$ cat config.mk
export PLATFORM = sky130hd
export DESIGN_NAME = gene_line_stream_ctrl
export DESIGN_NICKNAME = d
export VERILOG_FILES = /design/src/rtl/gene_line_stream_ctrl.sv
export SDC_FILE = /design/constraint.sdc
export NUM_CORES = 2
export LEC_CHECK = 0
export ABC_AREA = 1
export CORE_AREA = 2 2 500 502
export DETAILED_ROUTE_END_ITERATION = 8
export DIE_AREA = 0 0 502 504
export GPL_TIMING_DRIVEN = 0
export PLACE_DENSITY = 0.43
export SLEW_MARGIN = 20
export SYNTH_ARGS = -nofsm -noshare
export SYNTH_HDL_FRONTEND = slang
export SYNTH_SLANG_ARGS = --single-unit
$ cat constraint.sdc
create_clock -name clk -period 2.35 [get_ports clk]
set_input_delay 0.705 -clock clk [delete_from_list [all_inputs] [get_ports clk]]
set_output_delay 0.705 -clock clk [all_outputs]
set_load 0.05 [all_outputs]
$ cat src/rtl/gene_line_stream_ctrl.sv
// Line sequencer around the combinational 100-base decompressor: accepts one packed line,
// holds it for the decompressor, captures the characters and streams them as 32-bit beats.
module gene_line_stream_ctrl #(
  parameter int unsigned LINE_BASES = 100,
  parameter int unsigned CNT_W      = 16
) (
  input  logic                    clk,
  input  logic                    rst_n,
  input  logic                    in_valid,
  output logic                    in_ready,
  input  logic [2*LINE_BASES-1:0] in_data,
  input  logic [6:0]              in_len,
  output logic [2*LINE_BASES-1:0] dec_in,
  input  logic [8*LINE_BASES-1:0] dec_out,
  output logic                    out_valid,
  input  logic                    out_ready,
  output logic [31:0]             out_data,
  output logic [3:0]              out_keep,
  output logic                    out_last,
  output logic                    len_err,
  output logic                    busy,
  output logic [CNT_W-1:0]        line_cnt
);

  typedef enum logic [1:0] {StIdle, StDecode, StStream} state_e;

  state_e                    state_q, state_d;
  logic [2*LINE_BASES-1:0]   line_q, line_d;
  logic [6:0]                len_q, len_d;
  logic [8*LINE_BASES-1:0]   out_buf_q, out_buf_d;
  logic [4:0]                beat_q, beat_d;
  logic [4:0]                beats_q, beats_d;
  logic [CNT_W-1:0]          line_cnt_q, line_cnt_d;
  logic                      len_err_q, len_err_d;

  logic                      len_bad;
  logic [6:0]                eff_len;
  logic                      is_last;

  // Out-of-range lengths are treated as a full line rather than rejected.
  assign len_bad = (in_len == 7'd0) || (in_len > 7'(LINE_BASES));
  assign eff_len = len_bad ? 7'(LINE_BASES) : in_len;
  assign is_last = (beat_q == beats_q - 5'd1);

  always_comb begin
    state_d    = state_q;
    line_d     = line_q;
    len_d      = len_q;
    out_buf_d  = out_buf_q;
    beat_d     = beat_q;
    beats_d    = beats_q;
    line_cnt_d = line_cnt_q;
    len_err_d  = 1'b0;
    unique case (state_q)
      StIdle: begin
        if (in_valid) begin
          line_d    = in_data;
          len_d     = eff_len;
          len_err_d = len_bad;
          state_d   = StDecode;
        end
      end
      StDecode: begin
        out_buf_d = dec_out;
        beat_d    = 5'd0;
        beats_d   = 5'((len_q + 7'd3) >> 2);
        state_d   = StStream;
      end
      StStream: begin
        if (out_ready) begin
          if (is_last) begin
            line_cnt_d = line_cnt_q + CNT_W'(1);
            state_d    = StIdle;
          end else begin
            beat_d = beat_q + 5'd1;
          end
        end
      end
      default: state_d = StIdle;
    endcase
  end

  always_ff @(posedge clk) begin
    if (!rst_n) begin
      state_q    <= StIdle;
      line_q     <= '0;
      len_q      <= '0;
      out_buf_q  <= '0;
      beat_q     <= '0;
      beats_q    <= '0;
      line_cnt_q <= '0;
      len_err_q  <= 1'b0;
    end else begin
      state_q    <= state_d;
      line_q     <= line_d;
      len_q      <= len_d;
      out_buf_q  <= out_buf_d;
      beat_q     <= beat_d;
      beats_q    <= beats_d;
      line_cnt_q <= line_cnt_d;
      len_err_q  <= len_err_d;
    end
  end

  assign in_ready  = (state_q == StIdle);
  assign busy      = (state_q != StIdle);
  assign out_valid = (state_q == StStream);
  assign out_last  = out_valid && is_last;
  assign out_data  = out_valid ? out_buf_q[{beat_q, 5'b0} +: 32] : 32'd0;
  assign dec_in    = line_q;
  assign len_err   = len_err_q;
  assign line_cnt  = line_cnt_q;

  always_comb begin
    out_keep = 4'b0000;
    if (out_valid) begin
      if (!is_last) begin
        out_keep = 4'b1111;
      end else begin
        unique case (len_q[1:0])
          2'd0:    out_keep = 4'b1111;
          2'd1:    out_keep = 4'b0001;
          2'd2:    out_keep = 4'b0011;
          default: out_keep = 4'b0111;
        endcase
      end
    end
  end

endmodule

---- Word-level counts from Yosys, hierarchy flattened ----
Index checks and enable logic that the tools add are counted.
storage, ports and cells
  flip-flop bits (word level) ............. 1036
  input bits .............................. 1011
operators by class
  add/subtract/negate cells ............... 4
  $lt $le $gt $ge ......................... 1
  equality and inequality tests ........... 9
  shifts and indexed selects .............. 1
  muxes and demuxes ....................... 12
  reductions and logical operators ........ 12
operators by type and width
  operator                                                            count
  800-bit by 11-bit indexed part select with 32-bit output            1
  32-bit two-way mux                                                  1
  16-bit by 1-bit adder with 16-bit output, second input constant     1
  4-bit one-hot mux with 3 select lines                               1
  3-bit AND reduction                                                 4
  5-bit two-way mux                                                   2
  5-bit one-hot mux with 2 select lines                               1
  4-bit two-way mux                                                   2
  7-bit by 2-bit adder with 7-bit output, second input constant       1
  7-bit greater-than comparator, second input constant                1
  7-bit zero test                                                     1
  7-bit two-way mux                                                   1
  2-bit two-way mux                                                   3
  2-bit one-hot mux with 3 select lines                               1
  5-bit by 1-bit adder with 5-bit output, second input constant       1
  5-bit == test                                                       1
  5-bit by 1-bit subtractor with 5-bit output, second input constant  1
  2-bit by 1-bit == test with 1-bit output, second input constant     2
  2-bit == test, second input constant                                2
  2-bit zero test                                                     2
  2-bit by 1-bit != test with 1-bit output, second input constant     2
  2-bit != test, second input constant                                2
  2-bit nonzero test                                                  2
  2-bit AND reduction                                                 1
  2 further kinds                                                     2

---- Logic depth before layout (Yosys ltp) ----
  depth in word-level cells ............... 5
  depth in mapped cells ................... 14
  depth with buffers taken out ............ 14

---- Least setup slack after synthesis ----
Ideal clock, no wire load.
  kind .................................... reg2out
  start point ............................. register beat_q[0]
  end point ............................... output out_data[22]
  arrival ................................. 2.071 ns
  data required time ...................... 1.645 ns
  path slack .............................. -0.426 ns
  stages on the path, launching flop included .. 14
  path buffers ............................ 5
  cell sequence ........................... dfxtp_1 -> buf_6 -> buf_6 -> buf_8 -> buf_12 -> buf_6 -> nor2_1 -> nor2_1 -> o21ai_0 -> o211ai_1 -> nand3_1 -> nand3_1 -> nand2_1 -> nor2_1
on the way
  word-level cells in the longest chain between the ends .. 2
RTL lines
  element                                                   RTL line  source
  start: declaration                                        31        logic [4:0] beat_q, beat_d;
  start signal: assignment                                  98        beat_q <= beat_d;
  800-bit by 11-bit indexed part select with 32-bit output  109       assign out_data = out_valid ? out_buf_q[{beat_q, 5'b0} +: 32] : 32'd0;
  32-bit two-way mux                                        109
  end: declaration                                          17        output logic [31:0] out_data,
No other way between the ends.

---- Worst setup path in the final report ----
  start point ............................. register beat_q[0]
  end point ............................... output out_data[29]
The elaborated chain is that of the path after synthesis.

==> run metrics <==
status=finished with violations; failing checks=negative setup slack; Rows=183; Max Freq=0.2499 GHz; Layout area overhead=58.37%; initial antenna violation count=approximately 180; Cell Int Power=35.34 mW; CP arrival=about 3300 ps; initial drt markers=between 3k and 4k; H-tree depth=4; Ports=1268; largest net degree at the start of global routing=19; final setup violation count=~40; Die Ht=504 µm; Post-Syn Area per Cell=6.955 µm²; Synth area leaders=dfxtp_1 48%, nor2_1 22%, o21ai_0 16%; final hold vios=0; core area=247500 µm²; Unique masters post-synth=33; Clock Tree Root=clkbuf_16; GP Congestion=between 0.9 and 1; GRT Total Usage=25.48%; syn nets=7253; slowest CP cell=dfxtp_2; Final Critical Period=4002 ps; Hold EP=out_buf_q[325]; asr flop ratio synth=0%; area occupied by multi-input gates=22420 µm²; number of routed nets with antenna violations=0; WL/cell=29.95 µm; sw frac=32.77%; hold depth=2; worst-case clock skew=33.53 ps; grt ovf=0; Slew Viols, Final=0; number of flops mapped to enable cells by yosys=0; Syn Inst Count=6237; Worst Tran Pin Value=993.6 ps; Worst Hold Launch=out_buf_q[325]; Final Non-Filler Cells=11.19k; CP Capture Type=output port; Clock transition at path regs=60 ps; CTS buffer count=135; # fillers=27.41k; Rel. slew slack=33.76%; Setup Crit Path Kind=reg -> out; GRT Max-Usage Layer=met2; clock tree buffer depth=3; top-count cell post-synth=nor2_1; Worst path max stage delay=around 340 ps; synth warn=0; GR Util met2=44.15%; final wirelength=approximately 340000 µm; First-pass DRT Iterations=6; final period utilization=170.3%; NetSw=about 17 mW; worst path bufs/invs=7; RSZ-0062 raised after global routing=yes; Crit path required time=1640 ps; Initial Util=between 10% and 20%; sequential share of power=between 30% and 40%; Reg2Reg Launch Point=state_q[1]; Tot Pwr=approximately 53 mW; crit-path cells=buf_12 -> buf_16 -> buf_16 -> buf_12 -> buf_16 -> buf_12 -> nor2_1 -> o22ai_2 -> nand2_1 -> nand3_4 -> nor2_1 -> nor2_4 -> buf_8; Reg2Reg Depth=9; port buffer count=1266; clk_lat worst skew=830 ps; Via Count=50.07k; die area=about 250000 µm²; layout cell share with drive strength beyond 1=14.94%; hold slack=454.6 ps; Inst Count DP=10.84k; max_cap viols=0; pwr dens=765.3 nW/µm²; Setup WS pre-CTS=-3328 ps; worst-path fanout max=10; Post-Synthesis Cell Area=43380 µm²; number of global-route vias before repair=49.83k; leakage power=~26 nW; vias per inst=4.475; Yosys top cell area share=47.81%; die width=around 500 µm; Hold Crit Class=reg -> reg; Synth top cells by count=2563 x nor2_1, 1366 x o21ai_0, 1036 x dfxtp_1; R2R Setup Slk=-20 ps; peak supply drop=roughly 0.00063 V; Setup WS post-layout=-1652 ps; met3 Track Usage GR=8.383%; combinational power share=21.5%; CP top delay family=buffers and inverters; Synth Register Bits=~1.0k; first-pass GRT wire length=roughly 440000 µm; ys flop type=dfxtp_1; grt met1 use=27.63%; r2r endpoint=dec_in[26]; clock share of power=between 40 and 50%; CP startpoint kind=register; clock sinks=1036; sequential element share of the synthesized area=47.81%; total negative setup slack=-54440 ps; CTS tree=done; DRC=0; HPWL Detailed=282300 µm; cell taking the most area after synthesis=dfxtp_1; Nets=8705; Reg area=just over 20000 µm²; hold buffers post-CTS=0
==> layout make-up <==
cell class | count | share of cell area, %
Buffer | 504 | 4.213
Inverter | 70 | 0.4317
Antenna cell | 69 | 0.2514
Sequential cell | 1036 | 30.20
Clock buffer | 204 | 5.736
Tap cell | 3330 | 6.065
Timing Repair Buffer | 1320 | 19.68
Clock inverter | 34 | 0.7796
Multi-Input combinational cell | 4622 | 32.64
==> power by group through the flow <==
stage | sequential (mW) | clock (mW) | combinational (mW)
finish | 19.9 | 21.4 | 11.3
global route | 20.0 | 22.4 | 12.1
CTS | 19.9 | 21.7 | 11.1
detailed placement | 20.2 | 0 | 10.6
global placement | 20.2 | 0 | 10.6
floorplan | 21.0 | 0 | 3.85
==> placed cells by master, fill, tap and decap left out, drive strengths merged, types with 5 or more instances in the layout <==
| cell type | count |
|---|---|
| clkinv | 19 |
| clkdlybuf4s15 | 116 |
| nor3 | 14 |
| a21oi | 70 |
| xor2 | 13 |
| nor2 | 2568 |
| inv | 76 |
| dfxtp | 1036 |
| a22oi | 32 |
| o21ai | 1420 |
| ha | 5 |
| clkbuf | 567 |
| nand3 | 161 |
| diode | 69 |
| nand2 | 187 |
| clkdlybuf4s18 | 19 |
| buf | 315 |
| nand4 | 5 |
| bufinv | 5 |
| o22ai | 64 |
| o211ai | 78 |
| clkdlybuf4s50 | 1009 |
==> how the worst max path moves through the flow <==
| stage | from | end | cells past startpoint |
|---|---|---|---|
| 2_1_floorplan | beats_q[0] | out_keep[1] | 11 |
| 4_1_cts | beat_q[0] | out_data[13] | 14 |
| 6_report | beat_q[0] | out_data[29] | 13 |
| 5_1_grt | beat_q[0] | out_data[22] | 15 |
| 3_5_place_dp | beat_q[1] | out_data[8] | 10 |
| 3_3_place_gp | beat_q[0] | out_data[4] | 11 |
==> per-layer routing <==
| metal | part of all wire, % | vias up | routed length, µm |
|---|---|---|---|
| li1 | - | 23497 | - |
| met1 | 37 | 23853 | 124300 |
| met2 | 48 | 2028 | 161600 |
| met3 | 8.8 | 601 | 29350 |
| met4 | 5.8 | 88 | 19310 |
| met5 | 0.17 | - | 575 |
==> cells by family (layout without fill, tap and decap cells) <==
kind of cell / after synthesis / count (layout) / share of synthesized area, %
and+or+nand+nor: 2936 / 2936 / 26.04
DFF: 1036 / 1036 / 47.81
adders and majority gates: 5 / 5 / 0.1442
buffers and inverters: 579 / 2132 / 5.654
AOI/OAI and AO/OA: 1668 / 1668 / 20.09
xor gates and xnor gates: 13 / 13 / 0.2625
other: 0 / 69 / 0
==> worst reg2reg max path: stages, from the launching register on <==
cell and delay (ps):
dfxtp_2 320, buf_6 110, nor2_4 180, buf_6 150, buf_12 100, nand2_4 210
buf_2 340, clkbuf_1 220, o21ai_0 540, nor2_1 80
==> sequential cells by signal, indices dropped and copies added (netlist names) <==
register	cells
beat_q	5
beats_q	5
dec_in	200
len_err	1
len_q	7
line_cnt	16
out_buf_q	800
state_q	2
==> metrics by stage <==
step	cell area (µm²)	util, %
2_1_floorplan	43640	-
3_3_place_gp	60480	24.44
3_5_place_dp	60530	24.46
4_1_cts	67380	27.22
5_1_grt	68610	27.72
6_report	68690	27.75
==> timing repair <==
action	in CTS	in global routing
pin swaps	102	108
gates cloned	5	2
setup buffers	27	19
gates resized for setup	1701	406
endpoints found under the setup margin	1250	371
(Power assumes the default switching activity.)
